## src/rtl/command_frame_decoder.sv

```systemverilog
// Command frame decoder: pops 40-bit frames from an RX FIFO, performs the register
// read or write they carry, and pushes a 40-bit response frame into a TX FIFO.
module command_frame_decoder #(
  parameter int unsigned Read_Timeout = 255,
  parameter bit          Write_Echo   = 1'b1
) (
  input  logic        Clock,
  input  logic        Reset,
  input  logic        RX_Fifo_Empty,
  input  logic [39:0] RX_Fifo_Data,
  output logic        RX_Fifo_RE,
  input  logic        TX_Fifo_Full,
  output logic        TX_Fifo_WE,
  output logic [39:0] TX_Fifo_Data,
  output logic [6:0]  Reg_Addr,
  output logic [31:0] Reg_WData,
  output logic        Reg_WE,
  output logic        Reg_RE,
  input  logic [31:0] Reg_RData,
  input  logic        Reg_RValid,
  output logic        Busy,
  output logic [7:0]  Error_Count
);

  typedef enum logic [2:0] {IDLE, FETCH, LATCH, EXEC, RWAIT, RESP} state_t;

  localparam logic [15:0] TimeoutLast = 16'(Read_Timeout - 1);

  state_t      state_q, state_d;
  logic [39:0] frame_q, frame_d;
  logic [15:0] timer_q, timer_d;
  logic [7:0]  err_q, err_d;
  logic        rx_re_q, rx_re_d;
  logic        tx_we_q, tx_we_d;
  logic [39:0] tx_data_q, tx_data_d;
  logic [6:0]  reg_addr_q, reg_addr_d;
  logic [31:0] reg_wdata_q, reg_wdata_d;
  logic        reg_we_q, reg_we_d;
  logic        reg_re_q, reg_re_d;
  logic        busy_q, busy_d;

  always_comb begin
    state_d     = state_q;
    frame_d     = frame_q;
    timer_d     = timer_q;
    err_d       = err_q;
    rx_re_d     = 1'b0;
    tx_we_d     = 1'b0;
    tx_data_d   = tx_data_q;
    reg_addr_d  = reg_addr_q;
    reg_wdata_d = reg_wdata_q;
    reg_we_d    = 1'b0;
    reg_re_d    = 1'b0;

    unique case (state_q)
      IDLE: begin
        if (!RX_Fifo_Empty) begin
          state_d = FETCH;
          rx_re_d = 1'b1;
        end
      end
      FETCH: state_d = LATCH;
      LATCH: begin
        // Strobes are registered, so they are decoded from the FIFO word here to be high during EXEC.
        frame_d    = RX_Fifo_Data;
        reg_addr_d = RX_Fifo_Data[38:32];
        if (RX_Fifo_Data[39]) begin
          reg_re_d = 1'b1;
        end else begin
          reg_we_d    = 1'b1;
          reg_wdata_d = RX_Fifo_Data[31:0];
        end
        state_d = EXEC;
      end
      EXEC: begin
        if (frame_q[39]) begin
          timer_d = '0;
          state_d = RWAIT;
        end else if (Write_Echo) begin
          tx_data_d = frame_q;
          state_d   = RESP;
        end else begin
          state_d = IDLE;
        end
      end
      RWAIT: begin
        // Valid data takes priority over a timeout landing in the same cycle.
        if (Reg_RValid) begin
          tx_data_d = {frame_q[39:32], Reg_RData};
          state_d   = RESP;
        end else if (timer_q == TimeoutLast) begin
          tx_data_d = {8'hFF, 24'h000000, frame_q[39:32]};
          if (err_q != 8'hFF) err_d = err_q + 8'd1;
          state_d = RESP;
        end else begin
          timer_d = timer_q + 16'd1;
        end
      end
      RESP: begin
        if (!TX_Fifo_Full) begin
          tx_we_d = 1'b1;
          state_d = IDLE;
        end
      end
      default: state_d = IDLE;
    endcase

    // The frame stays busy through the cycle its response strobe is on the TX FIFO.
    busy_d = (state_d != IDLE) || tx_we_d;
  end

  always_ff @(posedge Clock) begin
    if (Reset) begin
      state_q     <= IDLE;
      frame_q     <= '0;
      timer_q     <= '0;
      err_q       <= '0;
      rx_re_q     <= 1'b0;
      tx_we_q     <= 1'b0;
      tx_data_q   <= '0;
      reg_addr_q  <= '0;
      reg_wdata_q <= '0;
      reg_we_q    <= 1'b0;
      reg_re_q    <= 1'b0;
      busy_q      <= 1'b0;
    end else begin
      state_q     <= state_d;
      frame_q     <= frame_d;
      timer_q     <= timer_d;
      err_q       <= err_d;
      rx_re_q     <= rx_re_d;
      tx_we_q     <= tx_we_d;
      tx_data_q   <= tx_data_d;
      reg_addr_q  <= reg_addr_d;
      reg_wdata_q <= reg_wdata_d;
      reg_we_q    <= reg_we_d;
      reg_re_q    <= reg_re_d;
      busy_q      <= busy_d;
    end
  end

  assign RX_Fifo_RE   = rx_re_q;
  assign TX_Fifo_WE   = tx_we_q;
  assign TX_Fifo_Data = tx_data_q;
  assign Reg_Addr     = reg_addr_q;
  assign Reg_WData    = reg_wdata_q;
  assign Reg_WE       = reg_we_q;
  assign Reg_RE       = reg_re_q;
  assign Busy         = busy_q;
  assign Error_Count  = err_q;

endmodule

```

## config.mk

```make
export PLATFORM = sky130hd
export DESIGN_NAME = command_frame_decoder
export DESIGN_NICKNAME = d
export VERILOG_FILES = /design/src/rtl/command_frame_decoder.sv
export SDC_FILE = /design/constraint.sdc
export NUM_CORES = 1
export LEC_CHECK = 0
export BUFFER_PORTS_ARGS = -buffer_cell sky130_fd_sc_hd__buf_2
export CAP_MARGIN = 20
export CORE_UTILIZATION = 40
export DETAILED_ROUTE_END_ITERATION = 8
export GPL_TIMING_DRIVEN = 0
export MAX_ROUTING_LAYER = met4
export PLACE_DENSITY_LB_ADDON = 0.3
export SYNTH_ARGS = -nofsm -noshare
export SYNTH_HDL_FRONTEND = slang
export SYNTH_SLANG_ARGS = --single-unit
```

## constraint.sdc

```tcl
create_clock -name Clock -period 4.5 [get_ports Clock]
set_clock_uncertainty 0.2 [all_clocks]
set_input_delay 0.675 -clock Clock [delete_from_list [all_inputs] [get_ports Clock]]
set_output_delay 0.675 -clock Clock [all_outputs]
set_load 0.03 [all_outputs]
```

==> results by group <==
Cells and area
  • # fillers: 1448
  • Post-layout instance area: 0.007604 mm²
  • Post-layout nets: 983
  • ANT cells: 0
  • Layout cells sized above 1: 25.00%
  • Area growth syn-to-layout: 27.94%

Global routing
  • Total GRT Usage: 23.94%
  • Largest net degree at the start of global routing: 17
  • Vias in the first global route: 5566
  • Grt ovf: 0
  • Antenna violations before repair: 0
  • Global-route wire length before repair: 27470 µm

Logic synthesis
  • Share of the synthesized area in the top cell type: 48.51%
  • Fraction of registers with async set/reset: 0%
  • Number of flops mapped to enable cells by yosys: 0
  • Syn Area/Cell: 8.289 µm²
  • Sequential area share after synthesis: 48.51%
  • #FFs+latches synth: 144
  • Syn nets: 797
  • Distinct cells, synth: 53
  • Mapped cell area: 0.005943 mm²
  • Cell taking the most area after synthesis: dfxtp_1
  • Mapped Cells: 717
  • Ys flop type: dfxtp_1
  • Synth top area cells: dfxtp_1 (49%), nand2_1 (11%), a21oi_1 (8.2%), a22oi_1 (4.0%), clkbuf_1 (3.3%)
  • Number of synthesis warnings: 0

STA
  • Setup tns final: 0 ps
  • Max Transition Viols Final: 0
  • Max transition margin: 46.13%
  • RSZ-0062 raised after global routing: false
  • Fin. Hold Viols: 0
  • Endpoints failing setup: 0
  • Post-layout min period: 2683 ps
  • Slew @ Worst Pin: 806.3 ps
  • Tcrit/Tclk final: 59.63%
  • Fmax: 0.3727 GHz

Place
  • Final HPWL DP: 12660 µm
  • Placement Cell Area: 0.007009 mm²
  • Port buffer count: 167
  • GPL Wtd Cong: 0.8475

Drt
  • Post-route ant nets: 0
  • DR iter-0 viols: 454
  • Met3 wire length: 1035 µm
  • Total wire length: 17320 µm
  • Via count: 5895
  • Top layer used by detailed routing: met4
  • Drt wl/cell: 15.75 µm
  • Metal-1 WL: 7922 µm
  • DRT Pass-1 Iters: 5
  • Met2 wire length: 8066 µm
  • DRC errors left: 0
  • Vias/cell: 5.359

Floorplanning
  • Die height: 123.9 µm
  • Core Region: 0.01453 mm²
  • # rows: 44
  • I/O pins: 169
  • Die footprint: 0.01535 mm²
  • Die width: 123.9 µm
  • Initial core utilization: 40.89%

CTS
  • Sink Count: 144
  • Clk slew on worst S/H paths: 60 ps
  • Post-CTS Setup Repair Bufs: 0
  • Htree depth: 4
  • Max Buffers Root-to-Sink: 2
  • Resize count post-CTS: 0
  • CTS Hold Bufs: 0
  • Root buffer cell: clkbuf_16
  • Clock latency on the worst-skew pair: 420 ps
  • TritonCTS clock tree: yes
  • CTS buffer count: 17

Worst hold path
  • Worst Hold Launch: Reg_WData[18]
  • Hold depth: 2
  • Min-delay worst type: flip-flop to flip-flop
  • Hold Path End: Reg_WData[18]

Critical path
  • WS Path Type: flip-flop to flip-flop
  • Critical Path RT: 4610 ps
  • Crit. Startpoint: state_q[0]
  • CP Capture Type: flip-flop
  • Setup crit start kind: flip-flop
  • Beginning of the worst register-to-register path: state_q[0]
  • Largest fanout on the critical path: 10
  • Reg-to-reg endpoint: TX_Fifo_Data[38]
  • Critical Path AT: 2800 ps
  • Cells on worst reg2reg path: 6
  • Reg2reg setup slack: 1820 ps

Power
  • Peak supply drop: 0.0002898 V
  • Power per cell area: 432.8 mW/mm²
  • Pleak: 3.009 nW

Status
  • Status: completed

Job
  • Max Cap Viol: 0
-- worst max-delay path, cell delays in order (launching register included) --
cell and delay [ps]:
dfxtp_1 400, and4bb_2 240, clkbuf_1 220, nor2_1 560
o21ai_1 300, clkbuf_1 330, o221a_2 320
-- stage by stage --
stage	hold WS, ps	power [W]	util (%)	std cells	worst slack, ps
after global placement	239.8	0.001890	48.23	1068	1405
final	252.5	0.003291	52.32	1100	1817
after detailed placement	244.0	0.001895	48.23	1068	1405
after floorplan	236.8	0.001729	-	717	2232
after CTS	252.9	0.003306	52.32	1100	1818
after global routing	270.8	0.003409	52.32	1100	1621
-- metal layers --
metal,track usage [%],vias up
li1,-,2916
met1,31.17,2770
met2,36.49,177
met3,5.952,32
met4,7.515,0
met5,-,-
-- synthesized netlist by cell type, types with 3 or more instances --
cell / instances
nand2_1: 180
and3_1: 4
inv_1: 11
nor3b_1: 3
nand4_1: 5
nor2_1: 17
or3_1: 3
o21ai_0: 15
or4_1: 13
clkbuf_1: 53
dfxtp_1: 144
o22ai_1: 24
mux2i_1: 9
nor2b_1: 4
a21oi_1: 97
a31oi_1: 9
o31ai_1: 14
ha_1: 3
nand3_1: 19
buf_2: 3
buf_4: 8
a22oi_1: 32
o221a_2: 6
and4_1: 6
-- report_power, final --
group | switching [W] | total [W] | internal (W)
clock network | 0.000582 | 0.00142 | 0.000839
registers | 0.0000504 | 0.00140 | 0.00135
logic | 0.000314 | 0.000467 | 0.000153
-- registers in the layout, summed over array words and instances (netlist names) --
signal	count
TX_Fifo_Data	40
frame_q	40
Reg_WData	32
timer_q	16
Error_Count	8
state_q	3
Busy	1
RX_Fifo_RE	1
Reg_RE	1
Reg_WE	1
TX_Fifo_WE	1
-- cells in the final DEF (no fill, tap or decap), types with 3 or more instances in the layout --
master and n:
o22ai_1 24, and3_1 4, o31ai_1 14, ha_1 3
nand4_1 5, buf_4 8, buf_2 170, nand2_1 180
or3_1 3, clkbuf_16 17, mux2i_1 9, o21ai_0 15
and4_1 6, inv_1 11, nor2b_1 4, inv_6 4
or4_1 13, clkinvlp_4 4, clkbuf_1 53, dfxtp_1 144
nand3_1 19, a31oi_1 9, nor2_1 17, a21oi_1 97
a22oi_1 32, o221a_2 6, nor3b_1 3
-- how the worst max path moves through the flow --
stage / end / slack (ps) / depth (start not counted)
global route: TX_Fifo_Data[7] / 1620 / 8
detailed placement: TX_Fifo_Data[38] / 1400 / 7
global placement: TX_Fifo_Data[34] / 1410 / 7
floorplan: TX_Fifo_Data[32] / 2230 / 6
finish: TX_Fifo_Data[38] / 1820 / 6
CTS: TX_Fifo_Data[38] / 1820 / 6
-- cell type report --
type	instances	area (µm²)	area share, %
sequential	144	2883	37.91
multi-input combinational	497	2734	35.96
timing repair buffer	167	835.8	10.99
clock buffer	18	439.2	5.776
buffer	65	285.3	3.752
tap	184	230.2	3.028
clock inverter	14	155.1	2.040
inverter	11	41.29	0.5430
-- kinds of logic after synthesis --
logic type / share of synthesized area (%)
flip-flops: 48.51
multiplexers: 1.705
AND/OR/NAND/NOR: 22.11
adder cells (fa/ha/maj): 0.6316
buffers and inverters: 5.495
XOR/XNOR: 0.1474
AO/OA/AOI/OAI: 21.41
No activity file was read; power rests on OpenSTA's default activity.
